`config.mk`:
```
export PLATFORM = sky130hd
export DESIGN_NAME = fpu_norm_seq
export DESIGN_NICKNAME = d
export VERILOG_FILES = /design/src/rtl/fpu_norm_pkg.sv /design/src/rtl/lzc_16.sv /design/src/rtl/fpu_norm_seq.sv
export SDC_FILE = /design/constraint.sdc
export NUM_CORES = 1
export LEC_CHECK = 0
export BUFFER_PORTS_ARGS = -buffer_cell sky130_fd_sc_hd__buf_2
export CORE_MARGIN = 2
export CORE_UTILIZATION = 30
export CTS_CLUSTER_DIAMETER = 150
export DETAILED_ROUTE_END_ITERATION = 10
export SYNTH_ARGS = -nofsm -noshare
export SYNTH_HDL_FRONTEND = slang
export SYNTH_SLANG_ARGS = --single-unit
```
`constraint.sdc`:
```
create_clock -name clk -period 10.2 [get_ports clk]
set_input_delay 1.02 -clock clk [delete_from_list [all_inputs] [get_ports clk]]
set_output_delay 1.02 -clock clk [all_outputs]
set_load 0.05 [all_outputs]
```
`src/rtl/fpu_norm_pkg.sv`:
```
// Shared types and sizing helpers for the sequential mantissa normalizer.
package fpu_norm_pkg;

  localparam int unsigned LZC_CHUNK = 16;
  localparam int unsigned LZC_CW    = 4;

  typedef enum logic [1:0] {
    IDLE  = 2'd0,
    SCAN  = 2'd1,
    SHIFT = 2'd2,
    DONE  = 2'd3
  } norm_state_e;

  // Width able to hold a leading-zero count of 0..mant_w inclusive.
  function automatic int unsigned cnt_w(input int unsigned mant_w);
    return $clog2(mant_w) + 1;
  endfunction

  function automatic int unsigned idx_w(input int unsigned nchunk);
    return (nchunk > 1) ? $clog2(nchunk) : 1;
  endfunction

endpackage

```
`src/rtl/lzc_16.sv`:
```
// 16-bit leading-zero counter; o_v flags a non-zero input, o_c is 0 for a zero input.
module lzc_16
  import fpu_norm_pkg::*;
(
  input  logic [LZC_CHUNK-1:0] i_data,
  output logic [LZC_CW-1:0]    o_c,
  output logic                 o_v
);

  // Ascending scan so the highest set bit wins.
  always_comb begin
    o_c = '0;
    o_v = 1'b0;
    for (int i = 0; i < int'(LZC_CHUNK); i++) begin
      if (i_data[i]) begin
        o_c = LZC_CW'(int'(LZC_CHUNK) - 1 - i);
        o_v = 1'b1;
      end
    end
  end

endmodule

```
`src/rtl/fpu_norm_seq.sv`:
```
// Multi-cycle mantissa normalizer: scans 16-bit chunks MSB-first with one shared
// lzc_16, then shifts the mantissa and lowers the exponent by the total count.
module fpu_norm_seq
  import fpu_norm_pkg::*;
#(
  parameter int unsigned MANT_W = 32,
  parameter int unsigned EXP_W  = 8
) (
  input  logic                     clk,
  input  logic                     rst,
  input  logic                     in_valid,
  output logic                     in_ready,
  input  logic [MANT_W-1:0]        in_mant,
  input  logic [EXP_W-1:0]         in_exp,
  output logic                     out_valid,
  input  logic                     out_ready,
  output logic [MANT_W-1:0]        out_mant,
  output logic [EXP_W-1:0]         out_exp,
  output logic [$clog2(MANT_W):0]  out_lzc,
  output logic                     out_zero,
  output logic                     out_uf,
  output logic                     busy
);

  localparam int unsigned NCHUNK = MANT_W / LZC_CHUNK;
  localparam int unsigned CNT_W  = cnt_w(MANT_W);
  localparam int unsigned IDX_W  = idx_w(NCHUNK);
  localparam int unsigned CMP_W  = (CNT_W > EXP_W) ? CNT_W : EXP_W;

  norm_state_e         r_state;
  norm_state_e         w_state_nxt;
  logic [MANT_W-1:0]   r_mant;
  logic [EXP_W-1:0]    r_exp;
  logic [IDX_W-1:0]    r_idx;
  logic [CNT_W-1:0]    r_cnt;
  logic                r_zero;
  logic                r_out_valid;

  logic [LZC_CHUNK-1:0] w_chunk;
  logic                 w_chunk_zero;
  logic                 w_last_chunk;
  logic [LZC_CW-1:0]    w_lzc_c;
  logic                 w_lzc_v;
  logic [CMP_W-1:0]     w_cnt_ext;
  logic [CMP_W-1:0]     w_exp_ext;
  logic [CMP_W-1:0]     w_exp_sub;
  logic                 w_uf;
  logic [CNT_W-1:0]     w_shamt;
  logic [MANT_W-1:0]    w_shifted;

  // Chunk mux feeding the single shared counter.
  assign w_chunk      = r_mant[LZC_CHUNK*int'(r_idx) +: LZC_CHUNK];
  assign w_chunk_zero = (w_chunk == '0);
  assign w_last_chunk = (r_idx == '0);

  lzc_16 u_lzc (
    .i_data (w_chunk),
    .o_c    (w_lzc_c),
    .o_v    (w_lzc_v)
  );

  // Underflow: the count cannot be fully absorbed by the exponent, so shift only by in_exp.
  assign w_cnt_ext = CMP_W'(r_cnt);
  assign w_exp_ext = CMP_W'(r_exp);
  assign w_uf      = (w_cnt_ext > w_exp_ext);
  assign w_exp_sub = w_exp_ext - w_cnt_ext;
  assign w_shamt   = w_uf ? CNT_W'(r_exp) : r_cnt;
  assign w_shifted = r_mant << w_shamt;

  assign out_valid = r_out_valid;

  always_ff @(posedge clk or posedge rst) begin
    if (rst) begin
      r_state <= IDLE;
    end else begin
      r_state <= w_state_nxt;
    end
  end

  always_comb begin
    w_state_nxt = r_state;
    in_ready    = 1'b0;
    busy        = 1'b1;
    case (r_state)
      IDLE: begin
        in_ready = 1'b1;
        busy     = 1'b0;
        if (in_valid) w_state_nxt = SCAN;
      end
      SCAN: begin
        if (!w_chunk_zero || w_last_chunk) w_state_nxt = SHIFT;
      end
      SHIFT: begin
        w_state_nxt = DONE;
      end
      DONE: begin
        if (r_out_valid && out_ready) w_state_nxt = IDLE;
      end
      default: begin
        w_state_nxt = IDLE;
      end
    endcase
  end

  always_ff @(posedge clk or posedge rst) begin
    if (rst) begin
      r_mant      <= '0;
      r_exp       <= '0;
      r_idx       <= '0;
      r_cnt       <= '0;
      r_zero      <= 1'b0;
      r_out_valid <= 1'b0;
      out_mant    <= '0;
      out_exp     <= '0;
      out_lzc     <= '0;
      out_zero    <= 1'b0;
      out_uf      <= 1'b0;
    end else begin
      // Result is presented one cycle after entering DONE and held until taken.
      r_out_valid <= (r_state == DONE) && !(r_out_valid && out_ready);
      case (r_state)
        IDLE: begin
          if (in_valid) begin
            r_mant <= in_mant;
            r_exp  <= in_exp;
            r_idx  <= IDX_W'(NCHUNK - 1);
            r_cnt  <= '0;
            r_zero <= 1'b0;
          end
        end
        SCAN: begin
          if (w_chunk_zero) begin
            r_cnt <= r_cnt + CNT_W'(LZC_CHUNK);
            if (w_last_chunk) r_zero <= 1'b1;
            else              r_idx  <= r_idx - IDX_W'(1);
          end else begin
            r_cnt <= r_cnt + CNT_W'(w_lzc_c);
          end
        end
        SHIFT: begin
          out_lzc <= r_cnt;
          if (r_zero) begin
            out_mant <= '0;
            out_exp  <= '0;
            out_zero <= 1'b1;
            out_uf   <= 1'b0;
          end else begin
            out_mant <= w_shifted;
            out_exp  <= w_uf ? '0 : EXP_W'(w_exp_sub);
            out_zero <= 1'b0;
            out_uf   <= w_uf;
          end
        end
        default: begin
        end
      endcase
    end
  end

  // The counter's valid flag must agree with the local zero test.
  always_ff @(posedge clk) begin
    if (!rst && r_state == SCAN) begin
      assert (w_lzc_v == !w_chunk_zero);
    end
  end

endmodule

```
Yosys cells after proc, flatten, opt, wreduce, memory -nomap -nowiden --
Index checks and enable logic that the tools add are counted.
Word-level totals: flip-flop bits (word level) 99, input port bits 44, output and inout bits 51, logic and storage cells 80
Cells by class: $add $sub $neg 4, $lt $le $gt $ge 1, equality and inequality tests 8, shift-type cells 2, muxes and demuxes 39, bitwise operators 1, reductions and logical operators 13
Operators with widths (count):
- $mux W4 | 16
- $mux W32 | 1
- $shiftx A32 B6 Y16 | 1
- $shl A32 B6 Y32 | 1
- $mux W6 | 3
- $logic_not A16 Y1 | 1
- $mux W8 | 2
- $pmux W6 S2 | 1
- $mux W1 | 10
- $ne A2 B2 Y1 const B | 5
- $gt A6 B8 Y1 | 1
- $pmux W2 S4 | 1
- $sub A8 B6 Y8 | 1
- $add A6 B4 Y6 | 1
- $add A6 B5 Y6 const B | 1
- $mux W2 | 3
- $reduce_and A3 Y1 | 2
- $eq A2 B2 Y1 const B | 2
- $pmux W1 S2 | 2
- $reduce_and A2 Y1 | 2
- $reduce_and A4 Y1 | 1
- $eq A2 B1 Y1 const B | 1
- $logic_and A1 B1 Y1 | 2
- $logic_not A1 Y1 | 2
- other kinds (5) | 5

Depth between registers and ports, before layout --
Gate-level depths: netlist (run 1).
depth in word-level cells 20, depth in mapped cells 15, mapped depth without buffers 15

Modules after synthesis --
A second synthesis (run 1) with hierarchy kept.
Unflattened totals: cell total of the unflattened synthesis 728, area total of the unflattened synthesis 6805.3 µm²
Modules (own cells, without submodules):
- fpu_norm_seq | instances 1, cells each 695, area an instance 6626.4 µm², seq. area each 2477.4 µm²
- lzc_16 | instances 1, cells each 33, area an instance 178.9 µm², seq. area each 0.0 µm²

Worst setup path before layout (run 1) --
Ideal clock, no wire load.
kind flip-flop to flip-flop, from register r_exp[0], to register out_mant[24], library setup time 0.091 ns, arrival time 3.118 ns, required time 10.109 ns, path slack 6.991 ns, stages on the path, launching flop included 14, buffers on the path 1, period minus slack after synthesis 3.209 ns, path through dfrtp_1 inv_1 ha_1 inv_1 fa_1 a211oi_2 o21ai_1 a21oi_2 mux2i_1 nand2_1 nor2_1 buf_2 a221oi_1 o221ai_1
On the way: cells in the longest elaborated chain, start to end 4
Ends and longest elaborated chain:
- start: declaration | line fpu_norm_seq.sv:33 | logic [EXP_W-1:0] r_exp;
- start signal: assignment | line fpu_norm_seq.sv:125 | r_exp <= in_exp;
- $gt A6 B8 Y1 | line fpu_norm_seq.sv:65 | assign w_uf = (w_cnt_ext > w_exp_ext);
- $mux W6 * | line fpu_norm_seq.sv:67 | assign w_shamt = w_uf ? CNT_W'(r_exp) : r_cnt;
- $shl A32 B6 Y32 * | line fpu_norm_seq.sv:68 | assign w_shifted = r_mant << w_shamt;
- $mux W32 * | line fpu_norm_seq.sv:142 | if (r_zero) begin
- end signal: assignment | line fpu_norm_seq.sv:148 | out_mant <= w_shifted;
- end: declaration | line fpu_norm_seq.sv:17 | output logic [MANT_W-1:0] out_mant,
Every way passes the cells marked *; elsewhere a longest branch is shown, timed or not. A chain may end at the register's enable or synchronous reset.

Worst setup path in the final report (run 1) --
from register r_cnt[0], to register out_mant[28]
On the way: cells in the longest elaborated chain, start to end 4
Ends and longest elaborated chain:
- start: declaration | line fpu_norm_seq.sv:35 | logic [CNT_W-1:0] r_cnt;
- start signal: assignment | line fpu_norm_seq.sv:133 | r_cnt <= r_cnt + CNT_W'(LZC_CHUNK);
- start signal: assignment | line fpu_norm_seq.sv:137 | r_cnt <= r_cnt + CNT_W'(w_lzc_c);
- $gt A6 B8 Y1 | line fpu_norm_seq.sv:65
- $mux W6 * | line fpu_norm_seq.sv:67
- $shl A32 B6 Y32 * | line fpu_norm_seq.sv:68
- $mux W32 * | line fpu_norm_seq.sv:142
Marked as above.

==> results of run 1 <==
-- cell usage after synthesis, drive strengths merged, types with 10 or more instances --
| master | number |
|---|---|
| o2bb2ai | 14 |
| nor3 | 10 |
| dfrtp | 99 |
| a22o | 19 |
| ha | 14 |
| a21oi | 24 |
| nor2 | 33 |
| buf | 25 |
| nand2 | 49 |
| mux2 | 71 |
| o21ai | 22 |
| inv | 26 |
| mux2i | 83 |
-- stage by stage --
step,std cells,setup slack (ps),hold slack (ps)
floorplan,614,6590,479.4
global placement,959,6274,474.1
detailed placement,959,6302,471.6
CTS,975,6288,489.0
global route,975,5881,515.1
finish,975,6231,484.5
-- area by class of cell --
cell class / instances / area, sq um
Clock inverter: 6 / 60.06
Fill cell: 2157 / 13640
Multi-Input combinational cell: 455 / 3680
Timing Repair Buffer: 104 / 545.5
Inverter: 26 / 100.1
Clock buffer: 10 / 239.0
Tap cell: 275 / 344.1
Sequential cell: 99 / 2477
-- metal layers --
metal  track usage (%)  vias to the layer above  share of wire [%]  wire length (um)
met3             3.788                       22                6.8              1248
met1             24.70                     2541                 49              8961
met5                 0                        -                  0                 0
li1                  -                     2475                  -                 -
met2             23.50                      198                 43              7898
met4             4.953                        0                1.6               292
-- registers in the layout (all words and copies together) (netlist names) --
signal / flops
out_mant: 32
r_exp: 8
out_zero: 1
out_valid: 1
out_uf: 1
r_zero: 1
out_exp: 8
r_state: 2
r_mant: 32
out_lzc: 6
r_cnt: 6
r_idx: 1
-- worst paths after layout --
path,depth (start not counted),slack [ps],from,endpoint
setup / recovery,12,6230,r_cnt[0],out_mant[28]
hold / removal,1,480,out_mant[5],out_mant[5]
setup reg to reg,12,6230,r_cnt[0],out_mant[28]
hold reg to reg,1,480,out_mant[5],out_mant[5]
max in group asynchronous,3,8360,rst,r_mant[19]
min in group asynchronous,2,690,rst,out_exp[6]
-- worst max-delay path, delay by kind of cell (launching register included) --
kind                       cells  cell delay [ps]
adders and majority gates      2              670
and+or+nand+nor                2              160
AOI/OAI and AO/OA              5             1670
buffers and inverters          2              570
DFF                            1              500
muxes                          1              280
-- logic make-up (layout without fill, tap and decap cells) --
logic type / count (synthesis) / in the layout / synth area share, %
fa+ha+maj: 16 / 16 / 3.339
xor+xnor: 7 / 7 / 0.9511
buf+inv: 60 / 146 / 4.483
flops: 99 / 99 / 38.43
mux: 154 / 154 / 25.35
simple gates: 122 / 122 / 8.929
compound gates: 156 / 156 / 18.52
==> results.md, run 1 <==
* Run status: complete, no violations
* Largest net degree at the start of global routing at 62
* Biggest cell delay along the critical path at 660 ps
* Arrival time of data at the critical path endpoint at 4230 ps
* Register area share after synthesis at 38.43%
* Critical Path Sink Type: register
* Cell area reported after detailed placement at 7147 sq um
* Layout-stage area growth over the synthesis result at 15.51%
* Number of global-route vias before repair at 5,096
* Post-CTS setup-driven buffer insertion count at 0
* EDFF count, synth at 0
* Hold Vio Cnt, Final at 0
* Primary FF master, synth: sky130_fd_sc_hd__dfrtp_1
* Post-Syn Area at 6446 sq um
* Tcrit/Tclk final at 38.92%
* Worst Skew at 9.937 ps
* # IOs at 95
* Post-synthesis area per instance at 10.50 sq um
* Class of the most critical hold timing path: reg2reg
* Commonest non-fill, non-tap cells in the layout: sky130_fd_sc_hd__dfrtp_1, sky130_fd_sc_hd__buf_2, sky130_fd_sc_hd__mux2i_1
* Die extent in y at 150.6 um
* Overall global routing resource usage at 16.52%
* Cell area after layout at 7446 sq um
* Remaining Overflow, GRT at 0
* TritonCTS clock tree: done
* Wire length of the first global-routing pass at 28,900 um
* Initial antenna violation count at 0
* Input/output buffers at 94
* Detailed placer's ending HPWL at 13,590 um
* Post-synthesis cell type count at 66
* Clock period minus worst slack at 3969 ps
* Largest cells by area after synthesis: sky130_fd_sc_hd__dfrtp_1, sky130_fd_sc_hd__mux2i_1, sky130_fd_sc_hd__mux2_2
* Critical path data required time at 10,460 ps
* Clock-pin slew on the worst setup and hold paths at 70 ps
* Initial Utilization at 30.57%
* Nets in the synthesized netlist at 674
* Most frequent cell on the critical path: sky130_fd_sc_hd__a2111oi_0
* Commonest non-fill, non-tap cell in the layout: sky130_fd_sc_hd__dfrtp_1
* Largest driver fanout on the critical path at 45
* Final antenna diode count at 0
* Library cell contributing the largest single delay on the critical path: sky130_fd_sc_hd__a2111oi_0
* H-tree Lvls at 3
* Count of maximum capacitance violations at 0
* Final GP Congestion at 0.8883
* First-pass detailed-route iteration total at 5
* Post-layout nets at 755
* Iteration-0 DRC count of the detailed router at 415
* Area fraction of the dominant cell type after synthesis at 38.43%
* Number of hold buffers added after cts at 0
* Biggest area consumer among synthesized cells: sky130_fd_sc_hd__dfrtp_1
* Max_slew headroom at 47.66%
* Resized Gates After CTS at 0
* Unrepaired setup endpoints after global routing: no
* Standard cell core area at 21,090 sq um
* Via count of the routed design at 5,236
* Clock latency of the later-clocked register in the worst-skew pair at 360 ps
* Average routed wire per standard cell at 18.87 um
* Number of clock sinks at 99
* Share of layout cells above drive strength 1 at 28.86%
* Std cell rows at 53
* Synth Register Bits at 99
* Buffer cell driving the clock tree root: sky130_fd_sc_hd__clkbuf_16
* CP Class: reg2reg
* Final routed DRC violation total at 0
* Width of the die at 150.6 um
* Post-route core utilization at 35.31%
* Cell Chain, Critical Path: ha_1, inv_1, fa_1, a211oi_2, o2111ai_1, nand3b_1, buf_4, mux2_2, nor2_1, a2111oi_0, a2111oi_0, o32ai_1
* DRT Wirelength at 18,400 um
* Endpoints failing setup at 0
* Post-synthesis async set-or-reset flop share at 100.0%
* Actual slew at the worst max-slew pin at 785.1 ps
* Vias per Instance at 5.370
* Maximum achievable frequency at 251.9 MHz
* Die ar. at 22,680 sq um
* Count of warnings emitted by yosys at 0
* Sum Neg Setup Slack at 0 ps
* Buffers from clock root to sink, at most at 2
* Crit path launch type: register
* Post-DRT Antenna Nets at 0
* Number of instances in the synthesized netlist at 614
* Pins over their slew limit at 0
* Number of clock buffers inserted by TritonCTS at 9
Power of run 1 is not shown: default switching activity piles up to over one toggle a cycle in this logic, so the estimate is an artifact.
==> run 2: changes to the inputs <==
Clock period 10.2 ns to 3.5 ns, I/O delays scaled along.
==> run 2 against run 1 <==
Compared with the run above: critical path depth up 3; die area unchanged; cell count is 4.7% higher; worst hold slack got worse by 260 ps; critical endpoint is now out_mant[31].
==> results.md, run 2 (synthesized netlist as in run 1, its figures left out) <==
* Run status: complete, no violations
* Hold path depth at 2 (+1)
* TritonCTS clock tree: done
* Standard cell core area at 21,090 sq um (unchanged)
* Count of maximum capacitance violations at 0 (unchanged)
* Commonest non-fill, non-tap cell in the layout: sky130_fd_sc_hd__dfrtp_1
* # IOs at 95 (unchanged)
* Input/output buffers at 94 (unchanged)
* Largest driver fanout on the critical path at 13 (-71%)
* Critical Path Sink Type: register
* Clock latency of the later-clocked register in the worst-skew pair at 350 ps (about the same)
* Worst-case reg-to-reg path depth at 15 (+3)
* First-pass detailed-route iteration total at 8 (+3)
* Iteration-0 DRC count of the detailed router at 480 (+16%)
* Clock period minus worst slack at 3407 ps (-562.9 ps)
* Number of clock buffers inserted by TritonCTS at 9 (unchanged)
* Sum Neg Setup Slack at 0 ps (unchanged)
* Commonest non-fill, non-tap cells in the layout: sky130_fd_sc_hd__dfrtp_1, sky130_fd_sc_hd__buf_2, sky130_fd_sc_hd__mux2i_1
* Via count of the routed design at 5,423 (+3.6%)
* Die extent in y at 150.6 um (unchanged)
* Average routed wire per standard cell at 18.75 um (-0.65%)
* Class of the most critical hold timing path: in2reg
* Final antenna diode count at 0 (unchanged)
* H-tree Lvls at 3 (unchanged)
* CP Class: reg2reg
* Remaining Overflow, GRT at 0 (unchanged)
* Buffers from clock root to sink, at most at 2 (unchanged)
* Number of hold buffers added after cts at 0 (unchanged)
* Cell Chain, Critical Path: inv_1, ha_1, inv_1, fa_2, a211oi_4, buf_4, o2111ai_2, and3_4, buf_12, buf_4, mux2i_1, mux2i_1, mux2_2, a222oi_1, o21ai_1
* Detailed placer's ending HPWL at 14,200 um (+4.5%)
* Actual slew at the worst max-slew pin at 1023 ps (+238.1 ps)
* Hold Vio Cnt, Final at 0 (unchanged)
* DRT Wirelength at 19,140 um (+4.0%)
* Worst Skew at 9.416 ps (-0.5210 ps)
* Final routed DRC violation total at 0 (unchanged)
* Wire length of the first global-routing pass at 29,550 um (+2.3%)
* Number of global-route vias before repair at 5,235 (+2.7%)
* Clock-pin slew on the worst setup and hold paths at 70 ps (about the same)
* Pins over their slew limit at 0 (unchanged)
* Endpoints failing setup at 0 (unchanged)
* Std cell rows at 53 (unchanged)
* Final GP Congestion at 0.9041 (+1.8%)
* Post-DRT Antenna Nets at 0 (unchanged)
* Overall global routing resource usage at 16.79% (+0.28 points)
* Biggest cell delay along the critical path at 390 ps (-270 ps)
* Tcrit/Tclk final at 97.33% (+58 points)
* Arrival time of data at the critical path endpoint at 3640 ps (-590 ps)
* Library cell contributing the largest single delay on the critical path: sky130_fd_sc_hd__fa_2
* Buffer cell driving the clock tree root: sky130_fd_sc_hd__clkbuf_16
* Number of clock sinks at 99 (unchanged)
* Width of the die at 150.6 um (unchanged)
* Die ar. at 22,680 sq um (unchanged)
* Max_slew headroom at 31.78% (-16 points)
* Share of layout cells above drive strength 1 at 35.12% (+6.3 points)
* Crit path launch type: register
* Vias per Instance at 5.311 (-1.1%)
* Largest net degree at the start of global routing at 83 (+34%)
* Critical path data required time at 3730 ps (-6730 ps)
* Largest registers: out_mant: 32 flops, r_mant: 32 flops
* Initial Utilization at 30.57% (unchanged)
* Post-layout nets at 802 (+6.2%)
* Layout-stage area growth over the synthesis result at 23.85%
* Initial antenna violation count at 0 (unchanged)
* Maximum achievable frequency at 293.6 MHz (+17%)
==> run 2: final cells by class <==
type                    instances  area [sq um]
inverters                      26         100.1
clock inverters                 4         51.30
multi-input cells             455          3781
flip-flops and latches         99          2477
well taps                     275         344.1
repair buffers                151         987.2
fillers                      2131         13100
clock buffers                  11         242.7
==> run 2: per-stage QoR <==
step | cells | instance area (sq um) | worst slack [ps] | hold WS [ps] | util (%)
3_5_place_dp | 989 | 7422 | -111.9 | 471.7 | 35.20
5_1_grt | 1021 | 7984 | -55.19 | 219.6 | 37.86
3_3_place_gp | 989 | 7422 | -70.38 | 466.4 | 35.20
4_1_cts | 1004 | 7731 | -12.52 | 211.8 | 36.66
2_1_floorplan | 614 | 6446 | 291.0 | 475.3 | -
6_report | 1021 | 7984 | 93.50 | 222.4 | 37.86
==> run 2: layer usage <==
layer	routed length (um)	track usage, %	up-vias
li1	-	-	2569
met2	8422	24.91	176
met3	1262	3.970	20
met4	253	3.785	0
met5	0	0	-
met1	9205	24.70	2658
==> run 2: worst paths after layout <==
kind / start / slack [ps] / end
setup / recovery: r_exp[0] / 90 / out_mant[31]
setup reg to reg: r_exp[0] / 90 / out_mant[31]
min in group asynchronous: rst / 250 / out_exp[6]
hold / removal: in_mant[11] / 220 / r_mant[11]
hold reg to reg: out_exp[0] / 480 / out_exp[0]
max in group asynchronous: rst / 2410 / r_mant[16]
==> run 2: repair_timing <==
item / in CTS / in global routing
pin swaps: 2 / 7
endpoints found under the setup margin: 1 / 21
gates cloned: 0 / 2
setup buffers: 0 / 15
resized for setup: 4 / 18
==> run 2: critical path: cells and delay by family, from the launching register on <==
family	cells	cell delay, ps
compound gates	4	900
buf+inv	5	600
mux	3	600
fa+ha+maj	2	550
flops	1	380
simple gates	1	250
Power of run 2 is left out for the same reason.
==> run 3: changes to the inputs <==
==> constraint.sdc (replaced) <==
create_clock -name clk -period 3.5 [get_ports clk]
set_input_delay 0.175 -clock clk [delete_from_list [all_inputs] [get_ports clk]]
set_output_delay 0.175 -clock clk [all_outputs]
set_load 0.05 [all_outputs]
==> run 3 against run 2 <==
Compared with the run above: design area fell by 1.3%; global-route usage fell by 0.12 points; die area did not move; worst hold slack got worse by 170 ps; maximum frequency rose by 0.29%; sequential share of layout area rose by 0.42 points; worst setup slack improved by 9.9 ps; register-to-register slack barely moved; routed wire length fell by 2.7%; critical path type unchanged.
==> results.md, run 3 (synthesized netlist as in run 1, its figures left out) <==
* Run status: complete, no violations
* Commonest non-fill, non-tap cell in the layout: sky130_fd_sc_hd__dfrtp_1
* Critical R2R Launch: r_exp[0]
* Hold Vio Cnt, Final at 0 (unchanged)
* Endpoints failing setup at 0 (unchanged)
* Average routed wire per standard cell at 18.36 um (-2.1%)
* Detailed placer's ending HPWL at 14,170 um (-0.19%)
* Start point of the critical path: r_exp[0]
* Critical Path Sink Type: register
* Pins over their slew limit at 0 (unchanged)
* Met1 global-route usage at 25.34% (+0.64 points)
* Width of the die at 150.6 um (unchanged)
* Count of maximum capacitance violations at 0 (unchanged)
* Standard cell core area at 21,090 sq um (unchanged)
* Via count of the routed design at 5,319 (-1.9%)
* DRT Wirelength at 18,620 um (-2.7%)
* Clock-pin slew on the worst setup and hold paths at 70 ps (about the same)
* Overall global routing resource usage at 16.67% (-0.12 points)
* Final GP Congestion at 0.9099 (+0.64%)
* Number of clock buffers inserted by TritonCTS at 9 (unchanged)
* Layout-stage area growth over the synthesis result at 22.21%
* Setup ws final at 103.4 ps (+9.892 ps)
* Buffers from clock root to sink, at most at 2 (unchanged)
* TritonCTS clock tree: done
* # IOs at 95 (unchanged)
* Arrival time of data at the critical path endpoint at 3610 ps (-30 ps)
* Buffer cell driving the clock tree root: sky130_fd_sc_hd__clkbuf_16
* Post-placement setup slack at -14.38 ps (+97.54 ps)
* Number of clock sinks at 99 (unchanged)
* Clock latency of the later-clocked register in the worst-skew pair at 350 ps (about the same)
* Largest delay share family, worst path: compound AO/OA/AOI/OAI gates
* CP Class: reg2reg
* Biggest cell delay along the critical path at 430 ps (+40 ps)
* Actual slew at the worst max-slew pin at 614.1 ps (-409.2 ps)
* Post-DRT Antenna Nets at 0 (unchanged)
* Initial Utilization at 30.57% (unchanged)
* First-pass detailed-route iteration total at 5 (-3)
* Worst Skew at 6.850 ps (-2.566 ps)
* Largest registers: out_mant: 32 flops, r_mant: 32 flops
* Tcrit/Tclk final at 97.05% (-0.28 points)
* Crit path launch type: register
* Met3 track demand over resource in global routing at 4.030% (+0.061 points)
* Die ar. at 22,680 sq um (unchanged)
* Critical path data required time at 3710 ps (-20 ps)
* Remaining Overflow, GRT at 0 (unchanged)
* Max_slew headroom at 58.96% (+27 points)
* Global routing met2 resource utilization at 23.55% (-1.4 points)
* Input/output buffers at 94 (unchanged)
* GRT busiest layer: met1
* Largest driver fanout on the critical path at 5 (-8)
* Cell Chain, Critical Path: inv_2, ha_4, inv_2, fa_2, a211o_4, a2111oi_4, or3_4, mux2_4, nor2_2, o32a_1, buf_4, buf_4, o221ai_1
* Library cell contributing the largest single delay on the critical path: sky130_fd_sc_hd__fa_2
* Share of layout cells above drive strength 1 at 34.51% (-0.61 points)
* Min-Delay Startpoint: in_mant[4]
* Number of global-route vias before repair at 5,133 (-1.9%)
* Critical path buffers and inverters at 4 (-1)
* H-tree Lvls at 3 (unchanged)
* Die extent in y at 150.6 um (unchanged)
* Largest net degree at the start of global routing at 47 (-43%)
* Post-layout nets at 794 (-1.0%)
* Std cell rows at 53 (unchanged)
* Commonest non-fill, non-tap cells in the layout: sky130_fd_sc_hd__dfrtp_1, sky130_fd_sc_hd__buf_2, sky130_fd_sc_hd__mux2i_1
* Wire length of the first global-routing pass at 29,350 um (-0.68%)
* Initial antenna violation count at 0 (unchanged)
* Iteration-0 DRC count of the detailed router at 381 (-21%)
* Vias per Instance at 5.246 (-1.2%)
* Class of the most critical hold timing path: in2reg
* Clock period minus worst slack at 3397 ps (-9.892 ps)
* Fill cells at 2,138 (+0.33%)
* Final antenna diode count at 0 (unchanged)
* Maximum achievable frequency at 294.4 MHz (+0.29%)
* Final routed DRC violation total at 0 (unchanged)
## run 3: cell count changes in the layout (fill, tap and decap cells not counted), sizes merged
cell / change
buf: -7
clkinv: +1
clkbuf: -2
dlygate4sd3: +1
## run 3: through the flow
stage / setup TNS [ps] / hold slack [ps] / instance area, sq um / std cells / utilization [%]
CTS: 0 / 38.93 / 7731 / 1008 / 36.66
global placement: -18.79 / 283.1 / 7425 / 991 / 35.21
global route: -12.75 / 46.88 / 7878 / 1014 / 37.36
finish: 0 / 47.81 / 7878 / 1014 / 37.36
floorplan: 0 / 300.3 / 6446 / 614 / -
detailed placement: -14.38 / 285.8 / 7425 / 991 / 35.21
## run 3: path summary, 6_finish.rpt
| check | to | slack (ps) | depth (start not counted) |
|---|---|---|---|
| worst min-delay path | r_mant[4] | 50 | 2 |
| max in group asynchronous | r_mant[16] | 2250 | 4 |
| worst max register to register | out_mant[13] | 100 | 13 |
| worst max-delay path | out_mant[13] | 100 | 13 |
| worst min register to register | out_mant[7] | 480 | 1 |
| min in group asynchronous | out_exp[6] | 450 | 3 |
## run 3: cell type report
cell class	count	area [sq um]	share of cell area [%]
Clock inverter	5	52.55	0.6671
Timing Repair Buffer	143	894.6	11.36
Sequential cell	99	2477	31.45
Clock buffer	11	242.7	3.081
Inverter	26	100.1	1.271
Multi-Input combinational cell	455	3766	47.81
Tap cell	275	344.1	4.368
## run 3: what timing repair did
| item | CTS | global route |
|---|---|---|
| hold buffers | 1 | 0 |
| setup buffers | 0 | 6 |
| gates cloned | 0 | 0 |
| pin swaps | 0 | 8 |
| endpoints found under the hold margin | 44 | 0 |
| setup endpoints to repair | 1 | 26 |
| gates resized for setup | 1 | 22 |
## run 3: per-layer routing
metal  share of wire, %  wire [um]  up-vias
met1                 51       9449     2588
met4                1.3        249        0
li1                   -          -     2559
met3                5.9       1094       18
met5                  0          0        -
met2                 42       7823      154
Power of run 3 is left out for the same reason.
